<file path="config.mk">
export PLATFORM = sky130hd
export DESIGN_NAME = fp_adder_arbiter
export DESIGN_NICKNAME = d
export VERILOG_FILES = /design/src/rtl/fp_adder_arbiter.sv
export SDC_FILE = /design/constraint.sdc
export NUM_CORES = 1
export LEC_CHECK = 0
export CORE_UTILIZATION = 35
export DETAILED_ROUTE_END_ITERATION = 8
export DONT_BUFFER_PORTS = 1
export SLEW_MARGIN = 20
export SYNTH_ARGS = -nofsm -noshare
export SYNTH_HDL_FRONTEND = slang
export SYNTH_SLANG_ARGS = --single-unit
</file>
<file path="constraint.sdc">
create_clock -name clk -period 7.3 [get_ports clk]
set_input_delay 1.095 -clock clk [delete_from_list [all_inputs] [get_ports clk]]
set_output_delay 1.095 -clock clk [all_outputs]
set_load 0.01 [all_outputs]
</file>
<file path="src/rtl/fp_adder_arbiter.sv">
// fp_adder_arbiter: two clients share one combinational 13-bit fp adder {sign, exp[3:0], frac[7:0]}.
// Each operation takes three cycles: grant and latch operands, add, then signal done.
module fp_adder_arbiter #(
  parameter bit FAIR  = 1'b1,
  parameter int CNT_W = 32'd16
) (
  input  logic             clk,
  input  logic             reset,
  input  logic             req0,
  input  logic [12:0]      a0,
  input  logic [12:0]      b0,
  input  logic             req1,
  input  logic [12:0]      a1,
  input  logic [12:0]      b1,
  output logic             gnt0,
  output logic             gnt1,
  output logic             done0,
  output logic             done1,
  output logic [12:0]      result,
  output logic             busy,
  output logic [CNT_W-1:0] op_count
);

  typedef enum logic [1:0] {IDLE = 2'd0, ADD = 2'd1, DONE = 2'd2} state_t;

  state_t           state_r, state_n;
  logic             owner_r, owner_n;
  logic             last_r, last_n;
  logic             win1_s;
  logic [12:0]      op_a_r, op_a_n;
  logic [12:0]      op_b_r, op_b_n;
  logic [12:0]      result_r, result_n;
  logic [12:0]      sum_s;
  logic [CNT_W-1:0] cnt_r, cnt_n;
  logic             gnt0_r, gnt0_n, gnt1_r, gnt1_n;
  logic             done0_r, done0_n, done1_r, done1_n;
  logic             busy_r, busy_n;

  // Align the smaller magnitude to the larger, add or subtract, then renormalise (truncating).
  function automatic logic [12:0] fp_add(input logic [12:0] x, input logic [12:0] y);
    logic [12:0] big, sml;
    logic [3:0]  diff, e, lz;
    logic [7:0]  aligned, mag;
    logic [8:0]  sum;
    if (x[11:0] >= y[11:0]) begin
      big = x;
      sml = y;
    end else begin
      big = y;
      sml = x;
    end
    diff    = big[11:8] - sml[11:8];
    aligned = sml[7:0] >> diff;
    e       = big[11:8];
    lz      = 4'd0;
    if (big[12] == sml[12]) begin
      sum = {1'b0, big[7:0]} + {1'b0, aligned};
      if (sum[8]) begin
        mag = sum[8:1];
        e   = e + 4'd1;
      end else begin
        mag = sum[7:0];
      end
    end else begin
      mag = big[7:0] - aligned;
      casez (mag)
        8'b1???????: lz = 4'd0;
        8'b01??????: lz = 4'd1;
        8'b001?????: lz = 4'd2;
        8'b0001????: lz = 4'd3;
        8'b00001???: lz = 4'd4;
        8'b000001??: lz = 4'd5;
        8'b0000001?: lz = 4'd6;
        8'b00000001: lz = 4'd7;
        default:     lz = 4'd0;
      endcase
      mag = mag << lz;
      e   = e - lz;
    end
    if (mag == 8'd0) begin
      return 13'd0;
    end else begin
      return {big[12], e, mag};
    end
  endfunction

  // The adder only ever sees the latched operands.
  assign sum_s = fp_add(op_a_r, op_b_r);

  // Arbitration: a tie goes to the client that was not served last when FAIR is set.
  always_comb begin
    if (req0 && req1) begin
      win1_s = FAIR ? ~last_r : 1'b0;
    end else begin
      win1_s = req1;
    end
  end

  // Next-state logic plus next values of all registered outputs.
  always_comb begin
    state_n  = state_r;
    owner_n  = owner_r;
    last_n   = last_r;
    op_a_n   = op_a_r;
    op_b_n   = op_b_r;
    result_n = result_r;
    cnt_n    = cnt_r;
    case (state_r)
      IDLE: begin
        if (req0 || req1) begin
          state_n = ADD;
          owner_n = win1_s;
          last_n  = win1_s;
          op_a_n  = win1_s ? a1 : a0;
          op_b_n  = win1_s ? b1 : b0;
        end else begin
          state_n = IDLE;
        end
      end
      ADD: begin
        state_n  = DONE;
        result_n = sum_s;
        if (cnt_r != {CNT_W{1'b1}}) begin
          cnt_n = cnt_r + {{(CNT_W-1){1'b0}}, 1'b1};
        end else begin
          cnt_n = cnt_r;
        end
      end
      DONE:    state_n = IDLE;
      default: state_n = IDLE;
    endcase
    gnt0_n  = (state_n == ADD) && !owner_n;
    gnt1_n  = (state_n == ADD) && owner_n;
    done0_n = (state_n == DONE) && !owner_n;
    done1_n = (state_n == DONE) && owner_n;
    busy_n  = (state_n != IDLE);
  end

  // State and output registers; reset aborts any operation in flight without a done pulse.
  always_ff @(posedge clk or posedge reset) begin
    if (reset) begin
      state_r  <= IDLE;
      owner_r  <= 1'b0;
      last_r   <= 1'b1;
      op_a_r   <= 13'd0;
      op_b_r   <= 13'd0;
      result_r <= 13'd0;
      cnt_r    <= {CNT_W{1'b0}};
      gnt0_r   <= 1'b0;
      gnt1_r   <= 1'b0;
      done0_r  <= 1'b0;
      done1_r  <= 1'b0;
      busy_r   <= 1'b0;
    end else begin
      state_r  <= state_n;
      owner_r  <= owner_n;
      last_r   <= last_n;
      op_a_r   <= op_a_n;
      op_b_r   <= op_b_n;
      result_r <= result_n;
      cnt_r    <= cnt_n;
      gnt0_r   <= gnt0_n;
      gnt1_r   <= gnt1_n;
      done0_r  <= done0_n;
      done1_r  <= done1_n;
      busy_r   <= busy_n;
    end
  end

  assign gnt0     = gnt0_r;
  assign gnt1     = gnt1_r;
  assign done0    = done0_r;
  assign done1    = done1_r;
  assign result   = result_r;
  assign busy     = busy_r;
  assign op_count = cnt_r;

endmodule
</file>
### Word-level counts from Yosys, hierarchy flattened

Cells that the tools add are included.
W data, S select, Z words.

* memories kept: 0
* logic and storage cells: 62
* register bits after elaboration: 64
* memory bits (writable): 0
* latch bits: 0
* bits in read-only memories: 0

* $lt $le $gt $ge: 1
* shifts and indexed selects: 2
* multiplexer cells: 16
* reductions and logical operators: 12
* divide/modulo/power cells: 0
* equal/unequal tests: 12
* bitwise logic cells: 1
* add/subtract/negate cells: 6
* multiply operators: 0

Operators by type and width (count)
* $mux W13: 5
* $pmux W3 S7: 1
* $add A16 B1 Y16 const B: 1
* $mux W8: 2
* $ne A16 B16 Y1 const B: 1
* $ge A12 B12 Y1: 1
* $mux W4: 3
* $add A8 B8 Y9: 1
* $eq A8 B1 Y1 const B: 1
* $logic_not A8 Y1: 1
* $shl A8 B4 Y8: 1
* $shr A8 B4 Y8: 1
* $sub A4 B4 Y4: 2
* $sub A8 B8 Y8: 1
* $eq A7 B1 Y1 const B: 1
* $eq A2 B1 Y1 const B: 3
* $eq A6 B1 Y1 const B: 1
* $eq A5 B1 Y1 const B: 1
* $logic_and A1 B1 Y1: 5
* $add A4 B1 Y4 const B: 1
* $eq A4 B1 Y1 const B: 1
* $mux W1: 4
* $pmux W2 S2: 1
* $reduce_and A2 Y1: 2
* other kinds (8): 8

### Longest topological paths before layout

Gate-level depths: netlist of the first run.

* word-level depth: 12
* depth in mapped cells: 30
* mapped depth without buffers: 30

### Worst setup path after synthesis of the first run

No wires, ideal clock.

* path kind: register to register
* start: register op_a_r[0]
* end: register result_r[10], in the netlist result[10]
* arrival time: 5995 ps
* setup slack: 1183 ps
* period minus slack after synthesis: 6117 ps
* path buffers: 0
* cell stages (with the launch flop): 30
* cell sequence: dfrtp_1 > inv_1 > ha_1 > nand2b_1 > a21o_1 > a211o_1 > a211oi_2 > o21ai_1 > a2bb2oi_1 > ha_1 > nor3_1 > xor2_1 > and2_1 > a211oi_1 > a211oi_1 > ha_1 > inv_1 > fa_1 > a211o_1 > and3_1 > or3_1 > o21ai_2 > inv_1 > ha_1 > fa_1 > xnor2_1 > a21oi_1 > o21ai_0 > o21ai_0 > nor2_1

* word-level cells in the longest chain between the ends: 12

Ends and longest elaborated chain
* start, declared: RTL line 30 `logic [12:0] op_a_r, op_a_n;`
* start signal, assigned: RTL line 158 `op_a_r <= op_a_n;`
* $ge A12 B12 Y1: RTL line 45 `if (x[11:0] >= y[11:0]) begin`
* $mux W13: RTL line 45
* $sub A4 B4 Y4: RTL line 52 `diff = big[11:8] - sml[11:8];`
* $shr A8 B4 Y8: RTL line 53 `aligned = sml[7:0] >> diff;`
* $sub A8 B8 Y8: RTL line 65 `mag = big[7:0] - aligned;`
* $eq A8 B1 Y1, or another cell as far along: RTL line 66 `casez (mag)`
* $pmux W3 S7: RTL line 66
* $mux W4: RTL line 56 `if (big[12] == sml[12]) begin`
* $shl A8 B4 Y8: RTL line 77 `mag = mag << lz;`
* $mux W8: RTL line 56
* $logic_not A8 Y1: RTL line 80 `if (mag == 8'd0) begin`
* $mux W13 (*): RTL line 80
* end signal, assigned: RTL line 160 `result_r <= result_n;`
* end, declared: RTL line 32 `logic [12:0] result_r, result_n;`

Every way passes the cells marked *; elsewhere a longest branch is shown, timed or not. The select of a mux whose other input is x is not followed.
A chain may end at the register's enable or synchronous reset.

### Final worst setup path of the first run

* start: register op_a_r[0]
* end: register result_r[12], in the netlist result[12]

Same word-level chain as after synthesis.

==> results of run 1 <==
==> flip-flops by register name, summed over array words and instances, names as in the netlist <==
signal    count
done1         1
result       13
op_b_r       13
gnt0          1
state_r       2
owner_r       1
op_count     16
done0         1
last_r        1
gnt1          1
op_a_r       13
busy          1
==> layer usage <==
layer  vias up  part of all wire [%]  global-route usage, %
met5         -                     0                      0
met4         0                   2.2                   6.71
met3        17                   5.0                   3.10
met2       122                    47                   25.5
met1      1899                    46                   20.7
li1       2027                     -                      -
==> worst register-to-register path, delay by kind of cell, from the launching register on <==
family	cells	cell delay, ns
and+or+nand+nor	8	1.98
DFF	1	0.37
adders and majority gates	4	1.10
xor gates and xnor gates	1	0.32
AOI/OAI and AO/OA	12	2.77
buffers and inverters	2	0.10
==> path summary, 6_finish.rpt <==
kind                            from            to  slack, ns  depth (start not counted)
max reg2reg                op_a_r[0]    result[12]       0.51                         27
min reg2reg                  owner_r         done0       0.46                          1
min in group asynchronous      reset  op_count[10]       0.87                          2
max                        op_a_r[0]    result[12]       0.51                         27
min                          owner_r         done0       0.46                          1
max in group asynchronous      reset     op_a_r[6]       5.91                          2
==> cells by family (layout without fill, tap and decap cells) <==
kind of cell             after synthesis  after routing
buffers and inverters                 56             55
AND/OR/NAND/NOR                      189            189
flip-flops                            64             64
AO/OA/AOI/OAI                        142            142
XOR/XNOR                              37             37
adder cells (fa/ha/maj)               36             36
multiplexers                          53             53
==> cell usage after synthesis (2+ instances only) <==
cell type and number:
nand2_1 80, dfrtp_1 63, o21ai_0 54, mux2i_1 47
nor2_1 35, ha_1 33, inv_1 33, xnor2_1 26
a21oi_1 22, clkbuf_1 18, nand3_1 13, nor3_1 12
xor2_1 11, and3_1 9, nand2b_1 9, o21a_1 9
a21o_1 7, or3_1 7, a211oi_1 6, o211ai_1 6
a211o_1 4, a22oi_1 4, and2_1 4, buf_2 4
mux2_2 4, nor2b_1 4, or2_2 4, a21boi_0 3
fa_1 3, nor3b_1 3, o221ai_1 3, o31ai_1 3
a2111oi_0 2, a31oi_1 2, mux4_2 2, nor4_1 2
nor4b_1 2, o21ai_1 2, o22ai_1 2
==> per-stage QoR <==
step	cell area, um2	TNS [ns]	hold WS (ns)
finish	5510	0	0.463
global route	5510	-0.00233	0.482
CTS	5470	0	0.462
detailed placement	5190	0	0.457
global placement	5190	0	0.447
floorplan	4990	0	0.418
==> final cells by class <==
type / instances / area share [%]
clock buffer: 10 / 4.34
timing repair buffer: 6 / 1.18
tap: 180 / 4.09
sequential: 64 / 29.1
inverter: 33 / 2.25
multi-input combinational: 457 / 58.2
clock inverter: 6 / 0.795
==> timing repair <==
action	in CTS	in global routing
endpoints found under the setup margin	0	5
endpoints found under the hold margin	0	0
gates resized for setup	0	1
==> flow_summary.toml, run 1 <==
[timing]
fmax_ghz = 0.147
slew_headroom_pct = 31.1
worst_slack_ns = 0.511
fin_worst_skew_ns = 0.00885
period_share_pct = 93.0
finalSetupViolCount = 0
hold_violations = 0
period_needed_ns = 6.79
drv_slew = 0
worst_slew_pin_slew_ns = 1.03

[clock_network]
cts_max_level = 3
postCtsSetupBuffers = 0
clk_pin_slew_ns = 0.06
clk_path_buf_depth = 2
cts_tree = "done"
cts_buffers = 9
hold_buffers = 0
cts_root_buf = "clkbuf_16"
numClockSinks = 64
clkLatencyLatePin_ns = 0.33

[floorplanning]
die_w_um = 121
die_area_um2 = 14700
initial_core_util_pct = 36.0
die_y_um = 121
io_pins = 90
core.rowCount = 43
coreArea_um2 = 13900

[drt]
vias = 4065
drtAntennaViolNets = 0
drt_wl_total_um = 11400
vias_per_cell = 5.38
drt_iter0_markers = 122
drcViolationCount = 0
wl_per_cell_um = 15.1
first_pass_iters = 4

[worst_setup_path]
endpoint_kind = "flip-flop"
cp_common_cell = "a211oi_1"
max_stage_delay_ns = 0.43
critPathLaunchType = "flip-flop"
cp_num_buf_inv = 2
cpMaxStageDelayCell = "fa_1"
arrival_ns = 6.98
critPathTopFamily = "compound AO/OA/AOI/OAI gates"
critPathKind = "flip-flop to flip-flop"
cp.required_ns = 7.49
worst-path-max-fanout = 8

[global_route]
grt_pass1_vias = 3880
antenna_found_initial = 0
grt_pass1_wl_um = 18700
grt_usage_pct = 15.9
gr-total-overflow = 0
grt_max_degree = 65

[final_layout]
drive_above_1_share_pct = 7.47
syn_to_final_growth_pct = 10.3
layout_commonest_cell = "nand2_1"
nNetsFinal = 663
final_cells = 756
seqCellArea_um2 = 1600
final_util_pct = 39.7
fill_cells = 1410
final_cell_mix = "nand2_1 (80), dfrtp_1 (63), o21ai_0 (53)"
antenna_cells = 0
multi_input_area_um2 = 3210

[yosys]
synthTopCellsByArea = "dfrtp_1 (32%), mux2i_1 (9.4%), ha_1 (8.3%), nand2_1 (6.0%), o21ai_0 (5.4%)"
yosys.area.top_type = "dfrtp_1"
yosysUniqueCellTypes = 59
synthAdderAreaFrac_pct = 9.48
synth_top_family_by_area = "compound AO/OA/AOI/OAI gates"
yosysWarnings = 0
synth-xor-area-share_pct = 6.49
syn_inst = 577
synthFlopType = "dfrtp_1"
synthesis.nets = 669
synth_mux_area_share_pct = 11.2
synth-simple-area-share_pct = 17.6
ys_seq_elements = 64
synth_top_area_share_pct = 31.6
synth_area_um2 = 4990
synth-edff-count = 0
synth_seq_area_share_pct = 32.1
synth-compound-area-share_pct = 18.8
synthArstFlopShare_pct = 100
syn_avg_cell_area_um2 = 8.65

[hold_path]
hold_class = "flip-flop to flip-flop"

[place]
placedCellCount = 739
dp_hpwl_um = 8960
dpl_worst_slack_ns = 0.522
place_congestion = 0.949
portBuffers = 0

[flow_run]
max-cap-violations = 0

[run_status]
status = "finished, final reports clean"
Power of run 1 is left out: the tool's default activity adds up to more than one toggle a clock period on the data nets, which glitch-free logic cannot reach.
==> run 2: changes to the inputs <==
--- a/config.mk
+++ b/config.mk
@@ -5,9 +5,12 @@
 export SDC_FILE = /design/constraint.sdc
 export NUM_CORES = 1
 export LEC_CHECK = 0
+export CELL_PAD_IN_SITES_DETAIL_PLACEMENT = 0
+export CELL_PAD_IN_SITES_GLOBAL_PLACEMENT = 1
 export CORE_UTILIZATION = 35
 export DETAILED_ROUTE_END_ITERATION = 8
 export DONT_BUFFER_PORTS = 1
+export PLACE_DENSITY_LB_ADDON = 0.1
 export SLEW_MARGIN = 20
 export SYNTH_ARGS = -nofsm -noshare
 export SYNTH_HDL_FRONTEND = slang
==> flow_summary.toml, run 2 (synthesized netlist as in run 1, its figures left out) <==
[run_status]
status = "finished, final reports clean"

[final_layout]
layout_commonest_cell = "nand2_1"
fill_cells = 1456
final_cell_mix = "nand2_1 (80), dfrtp_1 (63), o21ai_0 (53)"
multi_input_area_um2 = 3210
nNetsFinal = 663
largest_reg_flops = 16
drive_above_1_share_pct = 7.47
antenna_cells = 0
seqCellArea_um2 = 1600
syn_to_final_growth_pct = 10.2

[clock_network]
cts_root_buf = "clkbuf_16"
cts_resized = 0
numClockSinks = 64
cts_buffers = 9
clk_path_buf_depth = 2
clk_pin_slew_ns = 0.06
hold_buffers = 0
clkLatencyLatePin_ns = 0.34
cts_tree = "done"
cts_max_level = 3
postCtsSetupBuffers = 0

[worst_setup_path]
startpoint = "op_a_r[0]"
critPathLaunchType = "flip-flop"
worst-path-max-fanout = 8
endpoint_kind = "flip-flop"
arrival_ns = 6.96
critPathKind = "flip-flop to flip-flop"
cp.required_ns = 7.48
r2r_start = "op_a_r[0]"

[timing]
fin_worst_skew_ns = 0.0120
fmax_ghz = 0.148
finalSetupViolCount = 0
hold_violations = 0
setup-tns-final_ns = 0
worst_slew_pin_slew_ns = 1.02
drv_slew = 0
period_needed_ns = 6.78
holdWs_ns = 0.467
period_share_pct = 92.8
rsz0062_at_grt = "false"
slew_headroom_pct = 31.9

[drt]
drt_iter0_markers = 326
vias = 4050
vias_per_cell = 5.36
first_pass_iters = 6
drcViolationCount = 0
wl_per_cell_um = 16.2
drtAntennaViolNets = 0
drt_wl_total_um = 12200

[place]
dp_hpwl_um = 9560
place_congestion = 0.827
portBuffers = 0

[global_route]
antenna_found_initial = 0
grt_usage_pct = 17.6
gr-total-overflow = 0
grt_pass1_wl_um = 20100
grt_max_degree = 65
grt_pass1_vias = 3853

[floorplanning]
die_y_um = 121
coreArea_um2 = 13900
io_pins = 90
core.rowCount = 43
die_w_um = 121
die_area_um2 = 14700
initial_core_util_pct = 36.0

[hold_path]
hold_class = "flip-flop to flip-flop"
min_from = "owner_r"

[flow_run]
max-cap-violations = 0
run 2: cell types whose count changed in the layout (fill, tap and decap cells not counted):
| cell | before | now |
|---|---|---|
| clkbuf_1 | 0 | 1 |
| clkbuf_8 | 1 | 0 |
| nor3_1 | 12 | 11 |
| nor3_2 | 0 | 1 |
run 2: layout make-up:
class,instances,share of cell area [%]
multi-input combinational,457,58.4
clock buffer,10,4.16
clock inverter,6,0.796
sequential,64,29.1
tap,180,4.09
inverter,33,2.25
timing repair buffer,6,1.18
run 2: worst paths after layout:
| path | slack [ns] | cells after the start | to |
|---|---|---|---|
| max in group asynchronous | 5.89 | 2 | result[5] |
| min | 0.47 | 1 | done0 |
| max reg2reg | 0.52 | 27 | result[12] |
| min reg2reg | 0.47 | 1 | done0 |
| max | 0.52 | 27 | result[12] |
| min in group asynchronous | 0.88 | 2 | gnt1 |
run 2: through the flow:
step           util [%]  instances  cell area (um2)  worst slack [ns]
3_5_place_dp       37.4        739             5190             0.421
5_1_grt            39.6        756             5500            0.0288
4_1_cts            39.3        755             5460             0.393
3_3_place_gp       37.4        739             5190             0.633
2_1_floorplan         -        577             4990              1.18
6_report           39.6        756             5500             0.523
run 2: layer usage:
layer / GRT usage [%] / wire length, um
met5: 0 / 0
met4: 5.56 / 180
met3: 3.71 / 446
met2: 27.0 / 5540
met1: 24.6 / 6050
run 2: worst max-delay path, stage by stage, from the launching register on:
cell       delay (ns)
dfrtp_1          0.38
inv_1            0.05
ha_1             0.28
nand2b_1         0.14
a21o_1           0.17
a211o_1          0.30
a211oi_2         0.32
o21ai_1          0.12
a2bb2oi_1        0.15
ha_1             0.19
nor3_2           0.29
xor2_2           0.31
and2_1           0.18
a211oi_1         0.05
a211oi_1         0.32
ha_1             0.22
inv_1            0.05
fa_1             0.44
a211o_1          0.35
and3_1           0.16
nor3_1           0.42
nand3_1          0.22
or2_2            0.34
o32ai_1          0.36
nand3_1          0.12
a211oi_1         0.27
o2111a_1         0.35
a211oi_1         0.07
Power of run 2 is left out for the same reason.
